<file path="src/rtl/apu_sound_scheduler.sv">
// Shares the APU square-wave tone channel among the eat/hit/die sound events.
// Requests are edge-detected, queued, and played by fixed priority with preemption.
module apu_sound_scheduler #(
  parameter int LEN_SCALE = 1
) (
  input  logic       clk,
  input  logic       reset,
  input  logic       frame_end,
  input  logic       eat_req,
  input  logic       hit_req,
  input  logic       die_req,
  input  logic       mute,
  output logic       tone_en,
  output logic [7:0] tone_period,
  output logic [1:0] sound_id,
  output logic [2:0] step,
  output logic       busy
);

  typedef enum logic [1:0] {IDLE, PLAY, GAP} state_t;

  state_t     state, state_n;
  logic [2:0] req, req_q, pending, pending_n, clr;
  logic [1:0] snd, snd_n, hi_id;
  logic [2:0] stp, stp_n;
  logic [4:0] cnt, cnt_n;
  logic       mute_q;

  function automatic logic [4:0] frames_of(input logic [1:0] s);
    logic [4:0] base;
    case (s)
      2'd1:    base = 5'd2;
      2'd2:    base = 5'd3;
      2'd3:    base = 5'd4;
      default: base = 5'd0;
    endcase
    return base * 5'(LEN_SCALE);
  endfunction

  function automatic logic [2:0] last_step(input logic [1:0] s);
    case (s)
      2'd1:    return 3'd3;
      2'd2:    return 3'd2;
      2'd3:    return 3'd5;
      default: return 3'd0;
    endcase
  endfunction

  function automatic logic [7:0] rom(input logic [1:0] s, input logic [2:0] st);
    logic [7:0] p;
    p = 8'd0;
    case (s)
      2'd1: case (st)
        3'd0: p = 8'd60;  3'd1: p = 8'd50;  3'd2: p = 8'd40;  3'd3: p = 8'd30;
        default: p = 8'd0;
      endcase
      2'd2: case (st)
        3'd0: p = 8'd100; 3'd1: p = 8'd120; 3'd2: p = 8'd140;
        default: p = 8'd0;
      endcase
      2'd3: case (st)
        3'd0: p = 8'd80;  3'd1: p = 8'd90;  3'd2: p = 8'd100;
        3'd3: p = 8'd120; 3'd4: p = 8'd140; 3'd5: p = 8'd180;
        default: p = 8'd0;
      endcase
      default: p = 8'd0;
    endcase
    return p;
  endfunction

  assign req = {die_req, hit_req, eat_req};

  // sound_id doubles as priority rank, so the highest pending id wins
  assign hi_id = pending[2] ? 2'd3 : pending[1] ? 2'd2 : pending[0] ? 2'd1 : 2'd0;

  always_ff @(posedge clk) begin
    if (reset) begin
      state   <= IDLE;
      snd     <= 2'd0;
      stp     <= 3'd0;
      cnt     <= 5'd0;
      pending <= 3'd0;
      req_q   <= 3'd0;
      mute_q  <= 1'b0;
    end else begin
      state   <= state_n;
      snd     <= snd_n;
      stp     <= stp_n;
      cnt     <= cnt_n;
      pending <= pending_n;
      req_q   <= req;
      mute_q  <= mute;
    end
  end

  always_comb begin
    state_n = state;
    snd_n   = snd;
    stp_n   = stp;
    cnt_n   = cnt;
    clr     = 3'd0;
    case (state)
      IDLE, PLAY: begin
        // from IDLE any pending sound starts; in PLAY only a strictly higher one preempts
        if (hi_id != 2'd0 && (state == IDLE || hi_id > snd)) begin
          state_n = PLAY;
          snd_n   = hi_id;
          stp_n   = 3'd0;
          cnt_n   = frames_of(hi_id);
          clr     = (hi_id == 2'd3) ? 3'b100 : (hi_id == 2'd2) ? 3'b010 : 3'b001;
        end else if (state == PLAY && frame_end) begin
          if (cnt == 5'd1) begin
            if (stp == last_step(snd)) begin
              state_n = GAP;
            end else begin
              stp_n = stp + 3'd1;
              cnt_n = frames_of(snd);
            end
          end else begin
            cnt_n = cnt - 5'd1;
          end
        end
      end
      GAP: begin
        if (frame_end) begin
          state_n = IDLE;
          snd_n   = 2'd0;
          stp_n   = 3'd0;
          cnt_n   = 5'd0;
        end
      end
      default: state_n = IDLE;
    endcase
    // a fresh edge on the starting sound wins over its clear
    pending_n = (pending & ~clr) | (req & ~req_q);
  end

  always_comb begin
    tone_en     = (state == PLAY) && !mute_q;
    tone_period = (state == PLAY) ? rom(snd, stp) : 8'd0;
    sound_id    = snd;
    step        = stp;
    busy        = (state != IDLE);
  end

endmodule

</file>
<file path="config.mk">
export PLATFORM = sky130hd
export DESIGN_NAME = apu_sound_scheduler
export DESIGN_NICKNAME = d
export VERILOG_FILES = /design/src/rtl/apu_sound_scheduler.sv
export SDC_FILE = /design/constraint.sdc
export NUM_CORES = 1
export LEC_CHECK = 0
export ABC_AREA = 1
export CAP_MARGIN = 20
export CORE_MARGIN = 2
export CORE_UTILIZATION = 40
export CTS_BUF_LIST = sky130_fd_sc_hd__clkbuf_16
export DETAILED_ROUTE_END_ITERATION = 10
export SLEW_MARGIN = 20
export SYNTH_ARGS = -nofsm -noshare
export SYNTH_HDL_FRONTEND = slang
export SYNTH_SLANG_ARGS = --single-unit
</file>
<file path="constraint.sdc">
create_clock -name clk -period 2.2 [get_ports clk]
set_input_delay 0.44 -clock clk [delete_from_list [all_inputs] [get_ports clk]]
set_output_delay 0.44 -clock clk [all_outputs]
set_load 0.02 [all_outputs]
</file>
==> qor.csv <==
stage;metric;value;unit
outcome;outcome;completed;
worst_setup_path;worst r2r src;pending[1];
grt;Overall Global Routing Usage;17.9;%
clock_tree;CTS sink cnt;19;
yosys;Yosys warning total;0;
die;effective utilization at floorplan;41.6;%
worst_setup_path;CP Launch Point;step[1];
sta;setup violators final;0;
sta;Hold Slack;0.413;ns
grt;first-pass GRT wire length;6110;um
clock_tree;total CTS buffers;3;
placement;# port buffers;20;
clock_tree;CTS tree;built;
placement;pre-CTS WS;-0.191;ns
yosys;Post-synth ARST share;0;%
yosys;top post-synthesis cells by area;dfxtp_1 (25%), ha_1 (16%), nand2_1 (13%);
sta;crit share post-route;99.4;%
clock_tree;Reg clk slew, reported paths;0.06;ns
yosys;Post-synth EDFFs;0;
worst_setup_path;Setup CP Type;flop to output pin;
placement;DPL Wire Length;2670;um
drt;final wirelength;3570;um
worst_setup_path;WP data required;1.76;ns
yosys;mean post-synth cell area;6.56;um2
yosys;commonest cells in the netlist;nand2_1 (53), inv_1 (37), nor2_1 (26);
sta;Slew Limit Fails;0;
power_and_ir_drop;Pwr Density;968;nW/um2
sta;RSZ-0062 raised after global routing;yes;
yosys;register area share after synthesis;25.0;%
drt;routed wl met2;1730;um
clock_tree;maximum clock path buffer count;2;
drt;DRC;0;
drt;highest routed layer;met4;
yosys;Netlist Area Pre-Place;1520;um2
worst_setup_path;Crit Path Max Fanout;5;
drt;first-pass iteration count of the detailed router;4;
grt;vias in the first global route;1438;
yosys;top_reg_cell synth;dfxtp_1;
die;Die W;65.7;um
job;max cap viols;0;
grt;grt ovf;0;
worst_setup_path;Worst Setup End Kind;output pin;
yosys;Unique masters post-synth;30;
drt;met1 wire length;1730;um
layout;ANT cells;0;
sta;Final Skew;0.00387;ns
drt;vias;1559;
die;Ports;22;
power_and_ir_drop;Max IR drop VDD;495;uV
layout;area grow syn2layout;34.5;%
yosys;top cell type by total area after synthesis;dfxtp_1;
clock_tree;CTS Root Buffer Type;clkbuf_16;
yosys;Yosys top cell area share;25.0;%
worst_setup_path;worst r2r dst;step[0];
worst_setup_path;startpoint types;flop;
die;Row Count;22;
yosys;Synth Instances;232;
grt;largest net degree at the start of global routing;14;
drt;DRT iter0 DRCs;50;
layout;Final nets;305;
layout;share of cells above drive strength 1;25.2;%
worst_setup_path;reg-to-reg slack, setup;0.24;ns
drt;DR WL met3;76;um
placement;GPL Wtd Cong;0.798;
die;Core Box Area;3660;um2
yosys;syn_nets;258;
sta;setup ws final;0.0142;ns
clock_tree;CTS H-tree depth;1;
worst_setup_path;crit path to;tone_period[6];
grt;initial antenna violation count;0;
worst_setup_path;WP data arrival;1.75;ns
yosys;most numerous cell in the Yosys netlist;nand2_1;
power_and_ir_drop;Leak;1.05;nW
sta;Tmin final;2.19;ns
die;Die H;65.7;um
yosys;Synth Register Bits;19;
drt;Routed wire per std cell;11.0;um
drt;Detail Route Antenna Nets;0;
die;Die ar.;4310;um2
min_path;Hold Path Class;flop to flop;
sta;Max Fclk;457;MHz
clock_tree;later-pin clock latency in the skew report;0.25;ns
sta;final hold violation count;0;
drt;Vias per Instance;4.78;
worst_setup_path;R2R depth;14;
## layout make-up
cell class / count / area (um2)
clock buffers: 3 / 75.1
clock inverters: 1 / 3.75
fillers: 365 / 1610
inverters: 42 / 158
multi-input cells: 168 / 1000
flip-flops and latches: 19 / 389
well taps: 48 / 60.1
repair buffers: 45 / 362
## layout by cell type (no fill, tap or decap), drive strengths merged
master	count
a21oi	14
a221oi	1
a31oi	3
buf	28
clkbuf	7
clkdlybuf4s50	13
conb	1
dfxtp	19
ha	19
inv	43
nand2	60
nand3	15
nand4	3
nor2	29
nor3	1
o211ai	1
o21ai	11
o21bai	1
o22ai	1
o31ai	2
or2	1
xnor2	4
xor2	1
## per-stage QoR
stage               utilization (%)  area [um2]  total power, mW  TNS (ns)  cells
floorplan                         -        1530             1.25         0    232
global placement               53.3        1950             1.56    -0.298    322
detailed placement             53.3        1950             1.56    -0.437    322
CTS                            55.1        2020             1.95         0    326
global route                   55.9        2050             2.17    -0.112    326
finish                         55.9        2050             1.98         0    326
## flip-flops by register name (all words and copies together), names as in the netlist
signal    count
step          3
state         2
mute_q        1
sound_id      2
cnt           5
req_q         3
pending       3
## per-layer routing
metal / up-vias / GRT usage (%)
li1: 828 / -
met4: 0 / 3.91
met2: 22 / 31.2
met1: 705 / 23.3
met5: - / 0
met3: 4 / 2.57
## worst min-delay path by stage
stage	from	to	depth (start not counted)
after CTS	req_q[1]	pending[1]	1
after global routing	req_q[1]	pending[1]	1
final	req_q[1]	pending[1]	1
after detailed placement	req_q[1]	pending[1]	1
after floorplan	req_q[1]	pending[1]	1
after global placement	req_q[1]	pending[1]	1
## power by group
group          leakage [nW]  total [mW]  switching, mW  internal, mW
logic                 0.847        1.11          0.646         0.468
clock network        0.0423       0.380          0.138         0.242
registers             0.159       0.488         0.0667         0.421
total                  1.05        1.98          0.850          1.13
## logic make-up after synthesis
kind of cell    Yosys count  share of synthesized area [%]
compound gates           34                           12.4
flops                    19                           25.0
simple gates            109                           32.0
xor+xnor                  5                           2.88
other cells               1                          0.246
buf+inv                  45                           11.8
fa+ha+maj                19                           15.6
## worst max-delay path: stages (launching register included)
cell and delay [ns]:
dfxtp_4 0.36, inv_2 0.06, ha_2 0.16, inv_1 0.04, nor2_2 0.13, inv_2 0.06, nand2_2 0.08, inv_2 0.05
nor2_2 0.10, inv_1 0.07, a221oi_2 0.21, buf_4 0.17
## repair_timing
item | CTS | global route
resized for setup | 19 | 33
endpoints found under the setup margin | 7 | 8
buffers inserted | 0 | 0
pin swaps | 1 | 4
hold buffers | 0 | 0
Power figures use the tool's default switching activity.
